$ cat src/rtl/rnn_seq_loader_if.sv
// rnn_seq_loader_if: bundles the upstream sample stream and the accelerator frame port of rnn_seq_loader.
//   s_valid/s_data/s_last/s_ready : upstream sample handshake
//   seq_data/seq_start/seq_done   : frame to accelerator, start pulse, completion
//   frame_len/short_frame/trunc_frame : frame descriptors
//   frame_cnt/trunc_cnt           : statistics, present only with RNN_SEQ_LOADER_STATS_EN
// master = sample producer / accelerator side, slave = the loader.
interface rnn_seq_loader_if #(
    parameter int DATA_WIDTH      = 16,
    parameter int SEQUENCE_LENGTH = 32
);
    localparam int LW = $clog2(SEQUENCE_LENGTH + 1);
    logic                                s_valid;
    logic [DATA_WIDTH-1:0]               s_data;
    logic                                s_last;
    logic                                s_ready;
    logic [SEQUENCE_LENGTH*DATA_WIDTH-1:0] seq_data;
    logic                                seq_start;
    logic                                seq_done;
    logic [LW-1:0]                       frame_len;
    logic                                short_frame;
    logic                                trunc_frame;
`ifdef RNN_SEQ_LOADER_STATS_EN
    logic [15:0]                         frame_cnt;
    logic [15:0]                         trunc_cnt;
    modport master (output s_valid, s_data, s_last, seq_done,
                    input  s_ready, seq_data, seq_start, frame_len, short_frame, trunc_frame, frame_cnt, trunc_cnt);
    modport slave  (input  s_valid, s_data, s_last, seq_done,
                    output s_ready, seq_data, seq_start, frame_len, short_frame, trunc_frame, frame_cnt, trunc_cnt);
`else
    modport master (output s_valid, s_data, s_last, seq_done,
                    input  s_ready, seq_data, seq_start, frame_len, short_frame, trunc_frame);
    modport slave  (input  s_valid, s_data, s_last, seq_done,
                    output s_ready, seq_data, seq_start, frame_len, short_frame, trunc_frame);
`endif
endinterface

$ cat src/rtl/rnn_seq_loader.sv
// rnn_seq_loader: collects upstream samples into a fixed-length frame (zero-padding short sequences,
// truncating long ones) and hands it to an RNN accelerator with a one-cycle start pulse.
//   clk, rst_n : clock, asynchronous active-low reset
//   bus (slave): sample handshake in, frame/start/descriptors out, seq_done in
// Optional: define RNN_SEQ_LOADER_STATS_EN to add frame_cnt / trunc_cnt counters.
module rnn_seq_loader #(
    parameter int DATA_WIDTH      = 16,
    parameter int SEQUENCE_LENGTH = 32
) (
    input  logic            clk,
    input  logic            rst_n,
    rnn_seq_loader_if.slave bus
);
    localparam int LW = $clog2(SEQUENCE_LENGTH + 1);
    localparam logic [LW-1:0] LAST = LW'(SEQUENCE_LENGTH - 1);
    localparam logic [LW-1:0] FULL = LW'(SEQUENCE_LENGTH);

    typedef enum logic [1:0] {FILL, PAD, ISSUE, BUSY} state_t;

    state_t                state_q, state_d;
    logic [LW-1:0]         wr_idx_q, wr_idx_d, k_q, k_d, frame_len_q, frame_len_d;
    logic                  discard_q, discard_d, s_ready_q, s_ready_d, seq_start_q, seq_start_d;
    logic                  short_q, short_d, trunc_q, trunc_d;
    logic                  acc, wr_en;
    logic [DATA_WIDTH-1:0] wr_val;

    assign acc = bus.s_valid & s_ready_q;

    always_comb begin
        state_d     = state_q;
        wr_idx_d    = wr_idx_q;
        k_d         = k_q;
        discard_d   = discard_q;
        frame_len_d = frame_len_q;
        short_d     = short_q;
        trunc_d     = trunc_q;
        wr_en       = 1'b0;
        wr_val      = bus.s_data;
        case (state_q)
            FILL: if (acc) begin
                if (discard_q) begin
                    discard_d = ~bus.s_last;
                end else begin
                    wr_en    = 1'b1;
                    wr_idx_d = wr_idx_q + LW'(1);
                    if (wr_idx_q == LAST) begin
                        // A last-position sample without s_last means the sequence overflows the frame.
                        state_d     = ISSUE;
                        frame_len_d = FULL;
                        short_d     = 1'b0;
                        trunc_d     = ~bus.s_last;
                        discard_d   = ~bus.s_last;
                    end else if (bus.s_last) begin
                        state_d = PAD;
                        k_d     = wr_idx_q + LW'(1);
                    end
                end
            end
            PAD: begin
                wr_en    = 1'b1;
                wr_val   = '0;
                wr_idx_d = wr_idx_q + LW'(1);
                if (wr_idx_q == LAST) begin
                    state_d     = ISSUE;
                    frame_len_d = k_q;
                    short_d     = 1'b1;
                    trunc_d     = 1'b0;
                end
            end
            ISSUE: state_d = BUSY;
            BUSY: begin
                if (acc && bus.s_last) discard_d = 1'b0;
                if (bus.seq_done) begin
                    state_d  = FILL;
                    wr_idx_d = '0;
                end
            end
            default: state_d = FILL;
        endcase
        seq_start_d = state_d == ISSUE;
        // Registered ready: follows the next state so it is valid in the cycle it applies to.
        s_ready_d   = state_d == FILL || (state_d == BUSY && discard_d);
    end

    always_ff @(posedge clk or negedge rst_n) begin
        if (!rst_n) begin
            state_q     <= FILL;
            wr_idx_q    <= '0;
            k_q         <= '0;
            discard_q   <= 1'b0;
            frame_len_q <= '0;
            short_q     <= 1'b0;
            trunc_q     <= 1'b0;
            s_ready_q   <= 1'b0;
            seq_start_q <= 1'b0;
        end else begin
            state_q     <= state_d;
            wr_idx_q    <= wr_idx_d;
            k_q         <= k_d;
            discard_q   <= discard_d;
            frame_len_q <= frame_len_d;
            short_q     <= short_d;
            trunc_q     <= trunc_d;
            s_ready_q   <= s_ready_d;
            seq_start_q <= seq_start_d;
        end
    end

    for (genvar i = 0; i < SEQUENCE_LENGTH; i++) begin : g_buf
        logic [DATA_WIDTH-1:0] buf_q, buf_d;
        assign buf_d = (wr_en && wr_idx_q == LW'(i)) ? wr_val : buf_q;
        always_ff @(posedge clk or negedge rst_n) begin
            if (!rst_n) buf_q <= '0;
            else        buf_q <= buf_d;
        end
        assign bus.seq_data[i*DATA_WIDTH +: DATA_WIDTH] = buf_q;
    end

    assign bus.s_ready     = s_ready_q;
    assign bus.seq_start   = seq_start_q;
    assign bus.frame_len   = frame_len_q;
    assign bus.short_frame = short_q;
    assign bus.trunc_frame = trunc_q;

`ifdef RNN_SEQ_LOADER_STATS_EN
    logic [15:0] frame_cnt_q, frame_cnt_d, trunc_cnt_q, trunc_cnt_d;
    assign frame_cnt_d = frame_cnt_q + 16'(seq_start_d);
    assign trunc_cnt_d = trunc_cnt_q + 16'(seq_start_d & trunc_d);
    always_ff @(posedge clk or negedge rst_n) begin
        if (!rst_n) begin
            frame_cnt_q <= '0;
            trunc_cnt_q <= '0;
        end else begin
            frame_cnt_q <= frame_cnt_d;
            trunc_cnt_q <= trunc_cnt_d;
        end
    end
    assign bus.frame_cnt = frame_cnt_q;
    assign bus.trunc_cnt = trunc_cnt_q;
`endif
endmodule
$ cat src/flat_wrapper.sv
// flat-port wrapper written by rule: the top's interface ports become plain ports
module rnn_seq_loader_flat 
#(
    parameter int DATA_WIDTH      = 16,
    parameter int SEQUENCE_LENGTH = 32
)
  (clk, rst_n, bus_s_valid, bus_s_data, bus_s_last, bus_seq_done, bus_s_ready, bus_seq_data, bus_seq_start, bus_frame_len, bus_short_frame, bus_trunc_frame);
  rnn_seq_loader_if #(.DATA_WIDTH(DATA_WIDTH), .SEQUENCE_LENGTH(SEQUENCE_LENGTH)) bus_i ();
  input  logic clk;
  input  logic rst_n;
  input wire logic [$bits(bus_i.s_valid)-1:0] bus_s_valid;
  input wire logic [$bits(bus_i.s_data)-1:0] bus_s_data;
  input wire logic [$bits(bus_i.s_last)-1:0] bus_s_last;
  input wire logic [$bits(bus_i.seq_done)-1:0] bus_seq_done;
  output wire logic [$bits(bus_i.s_ready)-1:0] bus_s_ready;
  output wire logic [$bits(bus_i.seq_data)-1:0] bus_seq_data;
  output wire logic [$bits(bus_i.seq_start)-1:0] bus_seq_start;
  output wire logic [$bits(bus_i.frame_len)-1:0] bus_frame_len;
  output wire logic [$bits(bus_i.short_frame)-1:0] bus_short_frame;
  output wire logic [$bits(bus_i.trunc_frame)-1:0] bus_trunc_frame;
  assign bus_i.s_valid = bus_s_valid;
  assign bus_i.s_data = bus_s_data;
  assign bus_i.s_last = bus_s_last;
  assign bus_i.seq_done = bus_seq_done;
  assign bus_s_ready = bus_i.s_ready;
  assign bus_seq_data = bus_i.seq_data;
  assign bus_seq_start = bus_i.seq_start;
  assign bus_frame_len = bus_i.frame_len;
  assign bus_short_frame = bus_i.short_frame;
  assign bus_trunc_frame = bus_i.trunc_frame;
  rnn_seq_loader #(.DATA_WIDTH(DATA_WIDTH), .SEQUENCE_LENGTH(SEQUENCE_LENGTH)) u_core (.clk(clk), .rst_n(rst_n), .bus(bus_i));
endmodule
$ cat config.mk
export PLATFORM = sky130hd
export DESIGN_NAME = rnn_seq_loader_flat
export DESIGN_NICKNAME = d
export VERILOG_FILES = /design/src/rtl/rnn_seq_loader_if.sv /design/src/rtl/rnn_seq_loader.sv /design/src/flat_wrapper.sv
export SDC_FILE = /design/constraint.sdc
export NUM_CORES = 1
export LEC_CHECK = 0
export BUFFER_PORTS_ARGS = -buffer_cell sky130_fd_sc_hd__buf_2
export CORE_MARGIN = 10
export CORE_UTILIZATION = 34
export CTS_CLUSTER_DIAMETER = 60
export DETAILED_ROUTE_END_ITERATION = 10
export PLACE_DENSITY = 0.62
export SYNTH_ARGS = -nofsm -noshare
export SYNTH_HDL_FRONTEND = slang
export SYNTH_SLANG_ARGS = --single-unit
$ cat constraint.sdc
create_clock -name clk -period 2.35 [get_ports clk]
set_input_delay 0.3525 -clock clk [delete_from_list [all_inputs] [get_ports clk]]
set_output_delay 0.3525 -clock clk [all_outputs]
set_load 0.02 [all_outputs]
After elaboration in Yosys (flattened, before gate mapping)
Index checks and enable logic that the tools add are counted.
Widths: inputs -> output; s select.
{ "word_totals": {"reg_bits": 537, "inputBits": 21, "output_inout_bits": 522, "elab_cells": 164} }
{ "op_classes": {"addsub": 1, "eq_ne": 41, "muxes": 34, "n_bitwise": 4, "n_reduce_logical": 43} }
{ "ops": {"columns": ["cell", "count"], "rows": [
  ["$eq 6x5->1 const B", 16],
  ["$eq 6x4->1 const B", 8],
  ["$mux 6", 7],
  ["$logic_and 1x1->1", 34],
  ["$eq 6x3->1 const B", 4],
  ["$pmux 6 s3", 1],
  ["$mux 16", 1],
  ["$mux 1", 13],
  ["$eq 6x2->1 const B", 2],
  ["$mux 2", 6],
  ["$pmux 6 s2", 1],
  ["$reduce_and 5->1", 2],
  ["$eq 2x2->1 const B", 4],
  ["$pmux 1 s2", 4],
  ["$pmux 2 s4", 1],
  ["$add 6x1->6 const B", 1],
  ["$eq 6x1->1 const B", 1],
  ["$logic_not 6->1", 1],
  ["$ne 2x1->1 const B", 3],
  ["$logic_not 2->1", 2],
  ["$ne 2x2->1 const B", 2],
  ["$reduce_and 4->1", 1],
  ["$not 1->1", 3],
  ["$reduce_bool 3->1", 1],
  ["4 further kinds", 4]
]} }

Logic depth before layout (Yosys ltp)
{ "logic_depth": {"ltp_word": 8, "depth_mapped": 9} }

Worst setup path before layout
No wires, ideal clock.
{ "synth_timing": {"path_type": "reg-to-reg", "startpoint": "register u_core.state_q[1]", "endpoint": "register u_core.k_q[1]", "setup_time_ns": 0.128, "arrival_ns": 1.817, "t_required_ns": 2.222, "slack_ns": 0.405, "path_stages_with_launch": 9, "cell_sequence": "dfrtp_1 -> inv_1 -> ha_1 -> buf_2 -> and4b_2 -> nand2_1 -> or2_1 -> buf_2 -> mux2_1"} }
{ "synth_between": {"elab_chain_len": 2} }
{ "synth_lines": {"columns": ["element", "line_no", "rtl"], "rows": [
  ["start, declared", "rnn_seq_loader.sv:20", "state_t state_q, state_d;"],
  ["start signal, assigned", "rnn_seq_loader.sv:97", "state_q <= state_d;"],
  ["$logic_not 2->1", "rnn_seq_loader.sv:39", "case (state_q)"],
  ["$reduce_and 5->1 (no source line)", null, null],
  ["end signal, assigned", "rnn_seq_loader.sv:99", "k_q <= k_d;"],
  ["end, declared", "rnn_seq_loader.sv:21", "logic [LW-1:0] wr_idx_q, wr_idx_d, k_q, k_d, frame_len_q, frame_len_d;"]
]} }
No other way between the ends.
A chain may end at the register's enable or synchronous reset.

Worst setup path after layout
{ "layout_timing": {"startpoint": "register u_core.state_q[1]", "endpoint": "register u_core.g_buf[6].buf_q[7]"} }
{ "layout_between": {"elab_chain_len": 3, "elab_cells_between_ends": 5, "classes_between": "eq/ne: 1; mux: 2; reduce/logical: 2"} }
{ "layout_lines": {"columns": ["element", "line_no", "rtl"], "rows": [
  ["$eq 2x1->1 / $logic_not 2->1 (equally long branches)", "rnn_seq_loader.sv:39", null],
  ["$pmux 1 s2", "rnn_seq_loader.sv:39", null],
  ["$logic_and 1x1->1", "rnn_seq_loader.sv:111", "assign buf_d = (wr_en && wr_idx_q == LW'(i)) ? wr_val : buf_q;"],
  ["end signal, assigned", "rnn_seq_loader.sv:114", "else buf_q <= buf_d;"],
  ["end, declared", "rnn_seq_loader.sv:110", "logic [DATA_WIDTH-1:0] buf_q, buf_d;"]
]} }
Several ways; a longest one is shown, not always the timed one.

==> results by group <==
Timing
  • Count of final setup violators: 0
  • RSZ-0062 raised after global routing: true
  • Tightest Pin Transition: 746 ps
  • Setup tns final: 0 ps
  • Slew headroom: 50.2%
  • Fin crit share: 93.8%
  • Post-layout minimum cycle time: 2210 ps
  • Max frequency: 0.453 GHz
  • Worst Skew: 19.1 ps
  • Pins Over Slew Limit: 0
  • Hold Vio Cnt, Final: 0

Clocking
  • H-tree depth: 2
  • CTS buffer count: 57
  • CTS max path bufs: 3
  • Clk Latency, worst-skew pair: 610 ps
  • Clk slew on worst S/H paths: 60 ps
  • TritonCTS clock tree: done
  • Root Buffer: clkbuf_16
  • TritonCTS Sinks: 537

Floorplanning
  • Starting density of the core: 34.2%
  • Die Width: 266 um
  • Die Ht: 266 um
  • Core Region: 0.0600 mm^2
  • Num rows: 90
  • I/O Pins: 543
  • DIE AREA: 0.0706 mm^2

Worst setup path
  • Worst path cell trace: inv_2, ha_4, nand4b_4, a21oi_4, buf_12, buf_12, nand3_4, nand2_1, o21ai_0
  • Critical path origin: u_core.state_q[1]
  • Worst-case reg-to-reg path depth: 9
  • CP arrival: 2660 ps
  • Critical Path RT: 2800 ps
  • Slowest stage delay, CP: 440 ps
  • Top cell by count, worst path: buf_12
  • Worst Setup Start Kind: flop
  • Slowest CP cell: dfrtp_1
  • Endpoint class of the critical path: flop
  • Critical path class: flop to flop
  • Critical path peak fanout: 32
  • FF-to-FF Start: u_core.state_q[1]

Finish
  • Layout Cell Area excl Fill: 0.0264 mm^2
  • # diodes: 0
  • Core Util, Final: 43.9%
  • Share of layout cells above drive strength 1: 34.9%
  • Final Non-Filler Cells: 3240
  • Area grow syn2layout: 28.4%
  • Nets: 2447

Power
  • Final Total Pwr: 24.4 mW
  • Peak supply drop: 0.000967 V
  • Cell Pwr Density: 926 mW/mm^2
  • Static leakage: 13.7 nW

Logic synthesis
  • Ys flop type: dfrtp_1
  • YS warnings: 0
  • Most frequent cell after synthesis: nand2_1
  • Commonest cells post-synth: nand2_1 (544), dfrtp_1 (537), o21ai_0 (297)
  • Syn Nets: 1908
  • Post-synth EDFFs: 0
  • Fraction of registers with async set/reset: 100%
  • Top cell type's share of synthesized area: 65.5%
  • Syn Inst Count: 1879
  • Top cell type by total area after synthesis: dfrtp_1
  • Sequential area share after synthesis: 65.5%
  • Synthesized area per cell: 10.9 um^2
  • Count of state elements after synthesis: 537
  • Count of cell types in the netlist: 53
  • Synth area leaders: dfrtp_1 (65%), nand2_1 (9.9%), o21ai_0 (7.2%), o21ai_1 (3.9%), o21ai_2 (3.0%)
  • Mapped cell area: 0.0205 mm^2

GRT
  • Initial antenna violation count: 4
  • Largest net degree at the start of global routing: 65
  • GRT Total Usage: 20.5%
  • GRT overflow: 0
  • First-pass GRT wire length: 110000 um
  • Vias in the first global route: 16.5k

Routing
  • WL/cell: 23.1 um
  • Drt first pass iters: 6
  • Post-route ant nets: 0
  • DRC Markers: 0
  • Via count: 16.1k
  • DRT iter0 DRCs: 1128
  • DR vias/cell: 4.97
  • Post-Route WL: 75000 um

Hold path
  • WHS Path Cells: 3
  • Tightest Hold Check Type: input pin to flop
  • HP Start: bus_s_data[7]

Flow run
  • Max_cap viols: 0

Placed design
  • Number of cells after detailed placement: 3125
  • Post-DP HPWL: 49800 um
  • Placed cell area: 0.0242 mm^2
  • I/O Buffers: 542
  • Gpl congestion: 0.813

Status
  • Outcome: completed
[timing repair]
item / 4_1_cts / 5_1_grt
resized for setup: 6 / 15
hold buffers: 2 / 0
setup endpoints to repair: 378 / 280
hold endpoints to repair: 49 / 0
pin swaps: 9 / 4
cloned: 7 / 4
buffers inserted: 1 / 2
[cells by family (layout without fill, tap and decap cells)]
| kind of cell | Yosys count | count (layout) | synth area share (%) |
|---|---|---|---|
| buffers and inverters | 164 | 734 | 4.69 |
| multiplexers | 2 | 2 | 0.104 |
| adder cells (fa/ha/maj) | 8 | 8 | 0.488 |
| AO/OA/AOI/OAI | 552 | 552 | 15.2 |
| flip-flops | 537 | 537 | 65.5 |
| AND/OR/NAND/NOR | 613 | 622 | 14.0 |
| XOR/XNOR | 3 | 3 | 0.128 |
[state kept, by name (all words and copies together), names as in the netlist]
name,cells
u_core.g_buf.buf_q,512
u_core.bus.frame_len,6
u_core.k_q,6
u_core.wr_idx_q,6
u_core.state_q,2
u_core.bus.s_ready,1
u_core.bus.seq_start,1
u_core.bus.short_frame,1
u_core.bus.trunc_frame,1
u_core.discard_q,1
[power by group]
part / leakage [nW] / internal [mW] / switching (mW)
clock network: 0.941 / 5.30 / 3.76
registers: 7.46 / 9.71 / 0.380
logic: 5.26 / 1.32 / 3.93
total: 13.7 / 16.3 / 8.08
[path summary, 6_finish.rpt]
path | end | slack, ps
setup / recovery | u_core.g_buf[6].buf_q[7] | 140
min in group asynchronous | u_core.g_buf[10].buf_q[5] | 330
setup reg to reg | u_core.g_buf[6].buf_q[7] | 140
hold / removal | u_core.g_buf[8].buf_q[7] | 220
max in group asynchronous | u_core.g_buf[5].buf_q[10] | 1180
hold reg to reg | u_core.g_buf[29].buf_q[1] | 470
[per-stage QoR]
| stage | setup WS (ps) | hold slack (ps) |
|---|---|---|
| global route | -23.2 | 213 |
| floorplan | 405 | 56.9 |
| detailed placement | -115 | 387 |
| global placement | 24.7 | 388 |
| finish | 145 | 217 |
| CTS | 38.1 | 193 |
[worst max-delay path, delay by kind of cell, from the launching register on]
kind                       cells  cell delay [ps]
and+or+nand+nor                3              640
buffers and inverters          3              450
AOI/OAI and AO/OA              2              300
adders and majority gates      1              190
DFF                            1              440
[cell usage in the layout, fill, tap and decap left out, types with 5 or more instances in the layout]
cell / n
buf_2: 541
dfrtp_1: 537
nand2_1: 527
o21ai_0: 295
o21ai_1: 160
o21ai_2: 71
clkbuf_16: 58
buf_4: 51
buf_12: 23
nand2_2: 18
nand3_4: 17
clkbuf_8: 14
nand4_4: 13
clkbuf_1: 9
clkinv_2: 8
nand3_2: 8
nor2_1: 7
a22o_1: 7
ha_1: 7
buf_6: 7
nand3_1: 5
inv_1: 5
[cell type report]
class                   count  area [um^2]
clock buffers              81         1680
clock inverters            18          219
fillers                  5659        33700
inverters                   8         30.0
multi-input cells        1187         6300
flip-flops and latches    537        13400
well taps                 782          978
repair buffers            627         3720
[layer usage]
layer | part of all wire, % | vias to the layer above | track usage, % | wire length, um
met1 | 40 | 7946 | 25.1 | 29700
met3 | 9.4 | 147 | 6.59 | 7030
met4 | 3.2 | 2 | 6.64 | 2390
met5 | 0.024 | - | 0 | 18
li1 | - | 7367 | - | -
met2 | 48 | 644 | 33.9 | 35800
Power figures use the tool's default switching activity.
